**config.mk**
```make
export PLATFORM = sky130hd
export DESIGN_NAME = dmem_arbiter
export DESIGN_NICKNAME = d
export VERILOG_FILES = /design/src/rtl/dmem_arb_pkg.sv /design/src/rtl/rr_arb2.sv /design/src/rtl/dmem_arbiter.sv
export SDC_FILE = /design/constraint.sdc
export NUM_CORES = 1
export LEC_CHECK = 0
export ABC_CLOCK_PERIOD_IN_PS = 3210
export BUFFER_PORTS_ARGS = -buffer_cell sky130_fd_sc_hd__buf_2
export CAP_MARGIN = 0
export CORE_MARGIN = 5
export CORE_UTILIZATION = 52
export DETAILED_ROUTE_END_ITERATION = 16
export PLACE_DENSITY = 0.87
export SYNTH_ARGS = -nofsm -noshare
export SYNTH_HDL_FRONTEND = slang
export SYNTH_SLANG_ARGS = --single-unit
export TNS_END_PERCENT = 10
```
**constraint.sdc**
```tcl
create_clock -name clock -period 3.21 [get_ports clock]
set_input_delay 0.8025 -clock clock [delete_from_list [all_inputs] [get_ports clock]]
set_output_delay 0.8025 -clock clock [all_outputs]
set_load 0.005 [all_outputs]
```
**src/rtl/dmem_arb_pkg.sv**
```systemverilog
// Shared types and constants for the data-memory arbiter.
// Requester ids, default widths and the issue-stage entry.
package dmem_arb_pkg;

    localparam int DEF_AW = 32;
    localparam int DEF_DW = 32;

    localparam logic REQ_EXE = 1'b0;
    localparam logic REQ_LDR = 1'b1;

    typedef struct packed {
        logic              valid;
        logic              we;
        logic              id;
        logic [DEF_AW-1:0] addr;
        logic [DEF_DW-1:0] wdata;
    } issue_t;

    // Id of the requester selected by a one-hot grant vector.
    function automatic logic gnt_id(input logic [1:0] gnt);
        return gnt[1] ? REQ_LDR : REQ_EXE;
    endfunction

endpackage

```
**src/rtl/rr_arb2.sv**
```systemverilog
// Two-way round-robin arbiter.
// Ties go to the requester that did not win last time.
module rr_arb2
    import dmem_arb_pkg::*;
(
    input  logic       clock,
    input  logic       reset_n,
    input  logic [1:0] req,
    output logic [1:0] gnt
);

    logic last_q;

    // Grant: single requester wins outright, ties alternate.
    always_comb begin
        gnt = 2'b00;
        case (req)
            2'b01:   gnt = 2'b01;
            2'b10:   gnt = 2'b10;
            2'b11:   gnt = (last_q == REQ_LDR) ? 2'b01 : 2'b10;
            default: gnt = 2'b00;
        endcase
    end

    // Pointer remembers the last winner; reset favours requester 0.
    always_ff @(posedge clock or negedge reset_n) begin
        if (!reset_n) begin
            last_q <= REQ_LDR;
        end else if (|gnt) begin
            last_q <= gnt_id(gnt);
        end
    end

endmodule

```
**src/rtl/dmem_arbiter.sv**
```systemverilog
// Shares a single-port data memory between execute and loader.
// Grant in T, memory access in T+1, read data back in T+2.
module dmem_arbiter
    import dmem_arb_pkg::*;
#(
    parameter int AW = DEF_AW,
    parameter int DW = DEF_DW
) (
    input  logic          clock,
    input  logic          reset_n,
    input  logic          req0,
    input  logic          we0,
    input  logic [AW-1:0] addr0,
    input  logic [DW-1:0] wdata0,
    output logic          gnt0,
    output logic          rvalid0,
    output logic [DW-1:0] rdata0,
    input  logic          req1,
    input  logic          we1,
    input  logic [AW-1:0] addr1,
    input  logic [DW-1:0] wdata1,
    output logic          gnt1,
    output logic          rvalid1,
    output logic [DW-1:0] rdata1,
    output logic          mem_read,
    output logic          mem_write,
    output logic [AW-1:0] mem_addr,
    output logic [DW-1:0] mem_wdata,
    input  logic [DW-1:0] mem_rdata
);

    // The issue entry is a packed struct of the package widths.
    if (AW != DEF_AW || DW != DEF_DW) begin : g_width_check
        $error("dmem_arbiter: AW/DW must match dmem_arb_pkg");
    end

    logic [1:0]    gnt;
    issue_t        iss_q;
    logic          ret_valid_q;
    logic          ret_id_q;
    logic [DW-1:0] rdata0_q;
    logic [DW-1:0] rdata1_q;

    rr_arb2 u_arb (
        .clock   (clock),
        .reset_n (reset_n),
        .req     ({req1, req0}),
        .gnt     (gnt)
    );

    assign gnt0 = gnt[0];
    assign gnt1 = gnt[1];

    // Issue stage: capture the accepted request for one memory cycle.
    always_ff @(posedge clock or negedge reset_n) begin
        if (!reset_n) begin
            iss_q <= '0;
        end else begin
            iss_q.valid <= |gnt;
            if (|gnt) begin
                iss_q.id    <= gnt_id(gnt);
                iss_q.we    <= gnt[1] ? we1    : we0;
                iss_q.addr  <= gnt[1] ? addr1  : addr0;
                iss_q.wdata <= gnt[1] ? wdata1 : wdata0;
            end
        end
    end

    assign mem_read  = iss_q.valid & ~iss_q.we;
    assign mem_write = iss_q.valid &  iss_q.we;
    assign mem_addr  = iss_q.addr;
    assign mem_wdata = iss_q.wdata;

    // Return pipe: tag the read so its data lands at the right owner.
    always_ff @(posedge clock or negedge reset_n) begin
        if (!reset_n) begin
            ret_valid_q <= 1'b0;
            ret_id_q    <= REQ_EXE;
        end else begin
            ret_valid_q <= mem_read;
            ret_id_q    <= iss_q.id;
        end
    end

    assign rvalid0 = ret_valid_q & (ret_id_q == REQ_EXE);
    assign rvalid1 = ret_valid_q & (ret_id_q == REQ_LDR);

    // Read data holding: keep the last returned word per requester.
    always_ff @(posedge clock or negedge reset_n) begin
        if (!reset_n) begin
            rdata0_q <= '0;
            rdata1_q <= '0;
        end else begin
            if (rvalid0) rdata0_q <= mem_rdata;
            if (rvalid1) rdata1_q <= mem_rdata;
        end
    end

    assign rdata0 = rvalid0 ? mem_rdata : rdata0_q;
    assign rdata1 = rvalid1 ? mem_rdata : rdata1_q;

endmodule

```
Word level (Yosys, flattened, before mapping). Index checks and enable logic that the tools add are counted.

Flip-flop bits (word level): 134. Bits of input ports: 166. Output and inout port bits: 134. Word-level logic and storage cells: 28.

Equality and inequality tests: 3. Multiplexer cells: 8. Bitwise operators: 6. Reductions and logical operators: 1.

Operator list (number): 32-bit 2-to-1 mux (4); 2-bit one-hot mux with 3 select lines (1); 1-bit AND (4); 2-bit == test, second input constant (2); 2-bit by 1-bit == test with 1-bit output, second input constant (1); 1-bit 2-to-1 mux (2); 2-bit 2-to-1 mux (1); 1-bit NOT (2); 2-bit OR reduction (1).

Longest topological paths before layout. Gate-level depths: netlist (run 1).

Depth in word-level cells: 3. Gate-level depth with buffers: 6.

Cells and area by module. From an unflattened synthesis (run 1), not the netlist that was laid out.

Cell total of the unflattened synthesis: 500. Area total of the unflattened synthesis: 6223.5 um2.

Modules (own cells, without submodules): dmem_arbiter (instances 1, cells an instance 494, area an instance 6168.4 um2); rr_arb2 (instances 1, cells an instance 6, area an instance 55.1 um2).

Worst setup path after synthesis (run 1). Ideal clock, no wire load.

Kind: input -> output. From: input req0. To: output gnt0. Arrival time: 1.379 ns. Required time: 2.408 ns. Slack: 1.028 ns. Cell stages on the path: 5. Path buffers: 3. Path through: buf_6 > buf_6 > buf_6 > inv_1 > a21oi_1.

Word-level cells in the longest chain between the ends: 2.

RTL lines: start, declared (RTL line dmem_arbiter.sv:11) `input logic req0,`; 2-bit == test / 2-bit by 1-bit == test with 1-bit output (equally long branches) (RTL line rr_arb2.sv:17) `case (req)`; 2-bit one-hot mux with 3 select lines (*) (RTL line rr_arb2.sv:17); end, declared (RTL line dmem_arbiter.sv:15) `output logic gnt0,`.

Every way passes the cells marked *; elsewhere a longest branch is shown, timed or not.

Worst setup path after layout (run 1).
From: register ret_valid_q. To: output rdata0[14].

Word-level cells in the longest chain between the ends: 2.

RTL lines: start, declared (RTL line dmem_arbiter.sv:39) `logic ret_valid_q;`; start signal, assigned (RTL line dmem_arbiter.sv:80) `ret_valid_q <= mem_read;`; 1-bit AND (RTL line dmem_arbiter.sv:85) `assign rvalid0 = ret_valid_q & (ret_id_q == REQ_EXE);`; 32-bit 2-to-1 mux (RTL line dmem_arbiter.sv:99) `assign rdata0 = rvalid0 ? mem_rdata : rdata0_q;`; end, declared (RTL line dmem_arbiter.sv:17) `output logic [DW-1:0] rdata0,`.

Every way passes these cells.

==> results.tsv, run 1 <==
metric	value	unit
maximum clock frequency	383	MHz
met2 wire length	9.00	mm
GRT overflow	0	
largest net degree at the start of global routing	74	
Filler Cells Inserted	971	
clk_lat worst skew	0.41	ns
clk slew on worst S/H paths	0.05	ns
Die Height	124	um
TNS Setup	0	ns
Reg2Reg Setup Slack	1.42	ns
Synth Register Bits	134	
vias in the first global route	5351	
drt wl/cell	18.5	um
worst path arrival time	1.81	ns
Final Hold Fails	0	
max-slew violation count	0	
Synth Warn #	0	
CP Launch Type	flip-flop	
CTS Hold Buffers Added	0	
period utilization	81.4	%
crit path from	ret_valid_q$_DFF_PN0_	
first-pass GRT wire length	27.6	mm
Critical R2R Capture	mem_wdata[21]$_DFFE_PN0P_	
Slew HR	42.0	%
status	complete, no violations	
CP Capture Point	rdata0[14]	
Syn Std Cell Area	6760	um^2
Worst Max-Slew Pin Slew	0.870	ns
CP delay by family, top	buffers and inverters	
H-tree levels	4	
initial DRC count	448	
Die ar.	15400	um^2
reg2reg start	u_arb.last_q$_DFFE_PN1P_	
clock buffer depth	2	
commonest non-fill, non-tap cell in the layout	buf_2	
Final #Nets	966	
crit path max fanout	33	
post-cts gate resize count	0	
Area after DPL	7750	um^2
endpoints failing setup	0	
Hold Crit Class	in2async	
Post-Route Utilization	65.8	%
DRC	0	
syn avg cell area	11.5	um^2
clk sinks	134	
crit-path max cell delay	0.42	ns
clock skew	0.00863	ns
final wirelength	18.2	mm
critical path class	reg2out	
Syn Nets	753	
register area share after synthesis	49.6	%
Leak	4.32	nW
R2R depth	4	
Vias/cell	5.49	
number of nets still failing antenna checks after routing	0	
Initial Util	53.3	%
crit end category	primary output	
final instance area	8330	um^2
diode count	0	
Setup Buffers After CTS	0	
top sig layer	met5	
RSZ-0062 raised after global routing	no	
routed wl met3	1.86	mm
P per Cell Area	657	nW/um^2
gr usage total	23.1	%
vias post-DR	5402	
CTS root buf	clkbuf_16	
fraction of layout cells with a size suffix above 1	48.5	%
Die Span X	124	um
TritonCTS clock tree	done	
Crit path buffers/inverters	2	
slowest CP cell	mux2_2	
Post-Syn Instances	587	
Detailed Routing Iterations Pass 1	5	
Tmin final	2.61	ns
total CTS buffers	17	
RePlAce Congestion	0.818	
maximum VDD drop	0.347	mV
Area Growth Syn to Fin	23.3	%
DPL Wire Length	12.7	mm
most frequent cells in the layout	buf_2 (296), dfrtp_1 (133), mux2i_1 (65), and3_1 (65), a31oi_1 (65)	
number of cells on the critical path	4	
Max Cap Viol	0	
Port Buffers	299	
met1 WL	6.90	mm
antenna violations before repair	1	
core box area	12700	um^2
Yosys cell types	24	
crit-path cells	nand2b_1 -> buf_4 -> mux2_2 -> buf_2	
Site Rows	41	
Ports	300	
Critical Path RT	2.41	ns
stage by stage:
step / power (W) / hold WS (ns) / cells / setup slack (ns)
floorplan: 0.00305 / 0.354 / 587 / 1.03
global placement: 0.00351 / 0.443 / 953 / 1.05
detailed placement: 0.00357 / 0.447 / 953 / 1.02
CTS: 0.00552 / 0.409 / 984 / 0.573
global route: 0.00577 / 0.451 / 984 / 0.526
finish: 0.00548 / 0.391 / 984 / 0.598
layout make-up:
| type | instances | area, um^2 | area share (%) |
|---|---|---|---|
| Inverter | 4 | 15.0 | 0.180 |
| Tap cell | 172 | 215 | 2.58 |
| Multi-Input combinational cell | 334 | 2570 | 30.9 |
| Timing Repair Buffer | 309 | 1600 | 19.1 |
| Clock inverter | 9 | 128 | 1.53 |
| Clock buffer | 22 | 454 | 5.45 |
| Sequential cell | 134 | 3350 | 40.3 |
power by group:
part	switching [W]	internal, W
clock	0.000685	0.00123
combinational	0.000668	0.000677
sequential	0.000149	0.00206
Yosys cell counts:
cell        n  area share [%]
a21o_1      1            0.11
a21oi_1     1           0.074
a31oi_1    65             6.0
and2_1      2            0.19
and3_1     65             6.0
buf_2       9            0.67
buf_4      67             7.4
buf_6      16             2.7
clkbuf_1   20             1.1
clkbuf_2    3            0.22
dfrtp_1   133              49
dfstp_2     1            0.39
inv_1       4            0.22
mux2_1      9             1.5
mux2_2     55             9.2
mux2i_1    65             9.6
nand2_1     1           0.055
nand2_2     1           0.093
nand2b_1    1           0.093
nor2b_1     1           0.093
o21a_1      1            0.11
o21ai_0    26             1.9
o21ai_1    39             2.9
or2_2       1           0.093
metal layers:
metal / track usage [%] / vias up
li1: - / 2503
met1: 27.5 / 2592
met2: 39.1 / 269
met3: 7.49 / 36
met4: 8.83 / 2
met5: 0 / -
worst min-delay path by stage:
stage,startpoint,to
6_report,reset_n,rdata0_q[9]$_DFF_PN0_
5_1_grt,reset_n,rdata0_q[9]$_DFF_PN0_
4_1_cts,reset_n,rdata0_q[18]$_DFF_PN0_
3_5_place_dp,iss_q[64]$_DFFE_PN0P_,ret_id_q$_DFF_PN0_
3_3_place_gp,iss_q[64]$_DFFE_PN0P_,ret_id_q$_DFF_PN0_
2_1_floorplan,iss_q[64]$_DFFE_PN0P_,ret_id_q$_DFF_PN0_
logic make-up after synthesis:
| logic type | count (synthesis) | synth area share (%) |
|---|---|---|
| AO/OA/AOI/OAI | 133 | 11.1 |
| multiplexers | 129 | 20.3 |
| AND/OR/NAND/NOR | 72 | 6.63 |
| flip-flops | 134 | 49.6 |
| buffers and inverters | 119 | 12.3 |
flip-flops by register name (all words and copies together) (netlist names):
| name | flops |
|---|---|
| rdata1_q | 32 |
| ret_valid_q | 1 |
| mem_wdata | 32 |
| ret_id_q | 1 |
| iss_q | 3 |
| rdata0_q | 32 |
| mem_addr | 32 |
| u_arb.last_q | 1 |
Note: power is estimated with default switching activity, not from simulation.
==> run 2, diff against run 1 <==
--- a/config.mk
+++ b/config.mk
@@ -5,13 +5,14 @@
 export SDC_FILE = /design/constraint.sdc
 export NUM_CORES = 1
 export LEC_CHECK = 0
-export ABC_CLOCK_PERIOD_IN_PS = 3210
+export ABC_AREA = 1
+export ABC_CLOCK_PERIOD_IN_PS = 2600
 export BUFFER_PORTS_ARGS = -buffer_cell sky130_fd_sc_hd__buf_2
 export CAP_MARGIN = 0
 export CORE_MARGIN = 5
-export CORE_UTILIZATION = 52
+export CORE_UTILIZATION = 47
 export DETAILED_ROUTE_END_ITERATION = 16
-export PLACE_DENSITY = 0.87
+export PLACE_DENSITY = 0.8
 export SYNTH_ARGS = -nofsm -noshare
 export SYNTH_HDL_FRONTEND = slang
 export SYNTH_SLANG_ARGS = --single-unit
==> constraint.sdc (replaced) <==
create_clock -name clock -period 2.6 [get_ports clock]
set_input_delay 0.65 -clock clock [delete_from_list [all_inputs] [get_ports clock]]
set_output_delay 0.65 -clock clock [all_outputs]
set_load 0.005 [all_outputs]
==> run 2 against run 1 <==
Die area increased by 5.8%; wire length decreased by 5.8%; non-clock buffer count unchanged; first-iteration DRC count decreased by 33%; global-route usage decreased by 1.8 points.
==> results.tsv, run 2 <==
metric	value	unit	change
Max Cap Viol	0		unchanged
Primary FF master, synth	dfrtp_1		unchanged
worst path arrival time	1.82	ns	was 1.81 ns
clk sinks	134		unchanged
Yosys top cell area share	51.2	%	was 49.2%
vias post-DR	5783		was 5402
Area Growth Syn to Fin	28.5	%	was 23.3%
fraction of layout cells with a size suffix above 1	31.7	%	was 48.5%
CTS Hold Buffers Added	0		unchanged
H-tree levels	4		unchanged
RSZ-0062 raised after global routing	no		unchanged
number of nets still failing antenna checks after routing	0		unchanged
Post-Syn Instances	876		was 587
Yosys cell types	12		was 24
layer carrying the most global-route usage	met2		unchanged
GRT overflow	0		unchanged
CTS root buf	clkbuf_16		unchanged
Post-Route Utilization	60.9	%	was 65.8%
largest cells by area after synthesis	dfrtp_1 (51%), nand2_1 (27%), buf_4 (7.5%), inv_1 (5.8%), o21ai_1 (5.0%)		was dfrtp_1 (49%), mux2i_1 (9.6%), mux2_2 (9.2%), buf_4 (7.4%), a31oi_1 (6.0%)
Die Span X	128	um	was 124 um
met2 Resource Use GR	35.1	%	was 39.1%
commonest non-fill, non-tap cell in the layout	nand2_1		was buf_2
RePlAce Congestion	0.881		was 0.818
gr usage total	21.4	%	was 23.1%
register area share after synthesis	51.6	%	was 49.6%
critical path class	reg2out		unchanged
Critical Path RT	1.95	ns	was 2.41 ns
M1 GR Usage	26.3	%	was 27.5%
Ports	300		unchanged
endpoints failing setup	0		unchanged
largest net degree at the start of global routing	66		was 74
Die Height	128	um	was 124 um
fin cells	1291		was 984
Final #Nets	1264		was 966
Syn Std Cell Area	6500	um^2	was 6760 um^2
first-pass GRT wire length	27.5	mm	was 27.6 mm
final wirelength	17.1	mm	was 18.2 mm
Leak	5.20	nW	was 4.32 nW
TritonCTS clock tree	done		unchanged
maximum clock frequency	405	MHz	
top-count cell post-synth	nand2_1		was dfrtp_1
vias in the first global route	5584		was 5351
diode count	0		unchanged
clk_lat worst skew	0.41	ns	about the same
crit end category	primary output		unchanged
Final Hold Fails	0		unchanged
crit path max fanout	53		was 33
Syn Nets	1042		was 753
R2R depth	6		was 4
Site Rows	43		was 41
P per Cell Area	780	nW/um^2	was 657 nW/um^2
most frequent cells in the layout	nand2_1 (459), buf_2 (298), dfrtp_1 (133), inv_1 (101), o21ai_1 (64)		was buf_2 (296), dfrtp_1 (133), mux2i_1 (65), and3_1 (65), a31oi_1 (65)
DPL Wire Length	12.7	mm	about the same
total CTS buffers	17		unchanged
clock skew	0.00637	ns	was 0.00863 ns
M3 GR Usage	7.40	%	was 7.49%
maximum VDD drop	0.386	mV	was 0.347 mV
Synth area leader	dfrtp_1		unchanged
syn avg cell area	7.42	um^2	was 11.5 um^2
CP Launch Type	flip-flop		unchanged
Cells after DPL	1259		was 953
Die ar.	16300	um^2	was 15400 um^2
max-slew violation count	0		unchanged
initial DRC count	302		was 448
antenna violations before repair	0		was 1
Port Buffers	299		unchanged
Detailed Routing Iterations Pass 1	4		was 5
Synth Warn #	0		unchanged
core box area	13700	um^2	was 12700 um^2
status	complete, no violations		unchanged
Initial Util	47.4	%	was 53.3%
clk slew on worst S/H paths	0.06	ns	was 0.05 ns
clock buffer depth	2		unchanged
Synth Register Bits	134		unchanged
Hold Crit Class	in2async		unchanged
Async S/R FF share, synth	100	%	unchanged
EDFF count, synth	0		unchanged
drt wl/cell	13.3	um	was 18.5 um
Worst Max-Slew Pin Slew	0.522	ns	was 0.870 ns
DRC	0		unchanged
top post-synthesis cells by count	nand2_1 (462), dfrtp_1 (133), inv_1 (101)		was dfrtp_1 (133), buf_4 (67), a31oi_1 (65), and3_1 (65), mux2i_1 (65)
Tmin final	2.47	ns	
Vias/cell	4.48		was 5.49
TNS Setup	0	ns	unchanged
period utilization	94.9	%	
Slew HR	65.2	%	was 42.0%
==> run 2: critical path: stages (launching register included) <==
cell and delay [ns]:
dfrtp_1 0.38, or2_2 0.42, buf_12 0.23, o21ai_1 0.21
buf_2 0.16
==> run 2: cell type report <==
| class | count | area [um^2] |
|---|---|---|
| Multi-Input combinational cell | 530 | 2090 |
| Inverter | 106 | 398 |
| Clock inverter | 11 | 170 |
| Timing Repair Buffer | 309 | 1640 |
| Tap cell | 180 | 225 |
| Clock buffer | 21 | 470 |
| Fill cell | 1216 | 5370 |
| Sequential cell | 134 | 3350 |
==> run 2: kinds of logic (layout without fill, tap and decap cells) <==
group           count (synthesis)  after routing  synth area share [%]
compound gates                 65             65                  5.01
buf+inv                       212            447                  16.4
flops                         134            134                  51.6
simple gates                  465            465                  26.9
==> run 2: timing repair <==
action,CTS,global route
buffers inserted,0,0
endpoints found under the setup margin,0,1
hold endpoints to repair,0,0
resized for setup,0,1
==> run 2: per-stage QoR <==
stage          area (um^2)  setup WS [ns]  total power (W)  hold slack [ns]
6_report              8350          0.132          0.00651            0.143
5_1_grt               8350         0.0109          0.00691            0.155
4_1_cts               8350          0.121          0.00659            0.142
3_5_place_dp          7710          0.419          0.00399            0.368
3_3_place_gp          7710          0.437          0.00395            0.359
2_1_floorplan         6500          0.779          0.00341            0.354
==> run 2: where the power goes <==
part | internal (W) | switching, W
clock | 0.00169 | 0.000876
combinational | 0.000582 | 0.000774
sequential | 0.00246 | 0.000132
total | 0.00473 | 0.00178
==> run 2: path summary, 6_finish.rpt <==
check,start,endpoint,slack [ns]
min reg2reg,iss_q[64]$_DFFE_PN0P_,ret_id_q$_DFF_PN0_,0.38
min,reset_n,rdata1_q[31]$_DFF_PN0_,0.14
max in group asynchronous,reset_n,u_arb.last_q$_DFFE_PN1P_,1.80
max,ret_id_q$_DFF_PN0_,rdata0[7],0.13
min in group clock,iss_q[64]$_DFFE_PN0P_,ret_id_q$_DFF_PN0_,0.38
max reg2reg,u_arb.last_q$_DFFE_PN1P_,mem_addr[0]$_DFFE_PN0P_,1.05
==> run 2: metal layers <==
metal | vias up | share of wire [%]
met1 | 2547 | 40
met5 | - | 0
met3 | 31 | 10
met4 | 0 | 2.0
met2 | 243 | 48
li1 | 2962 | -
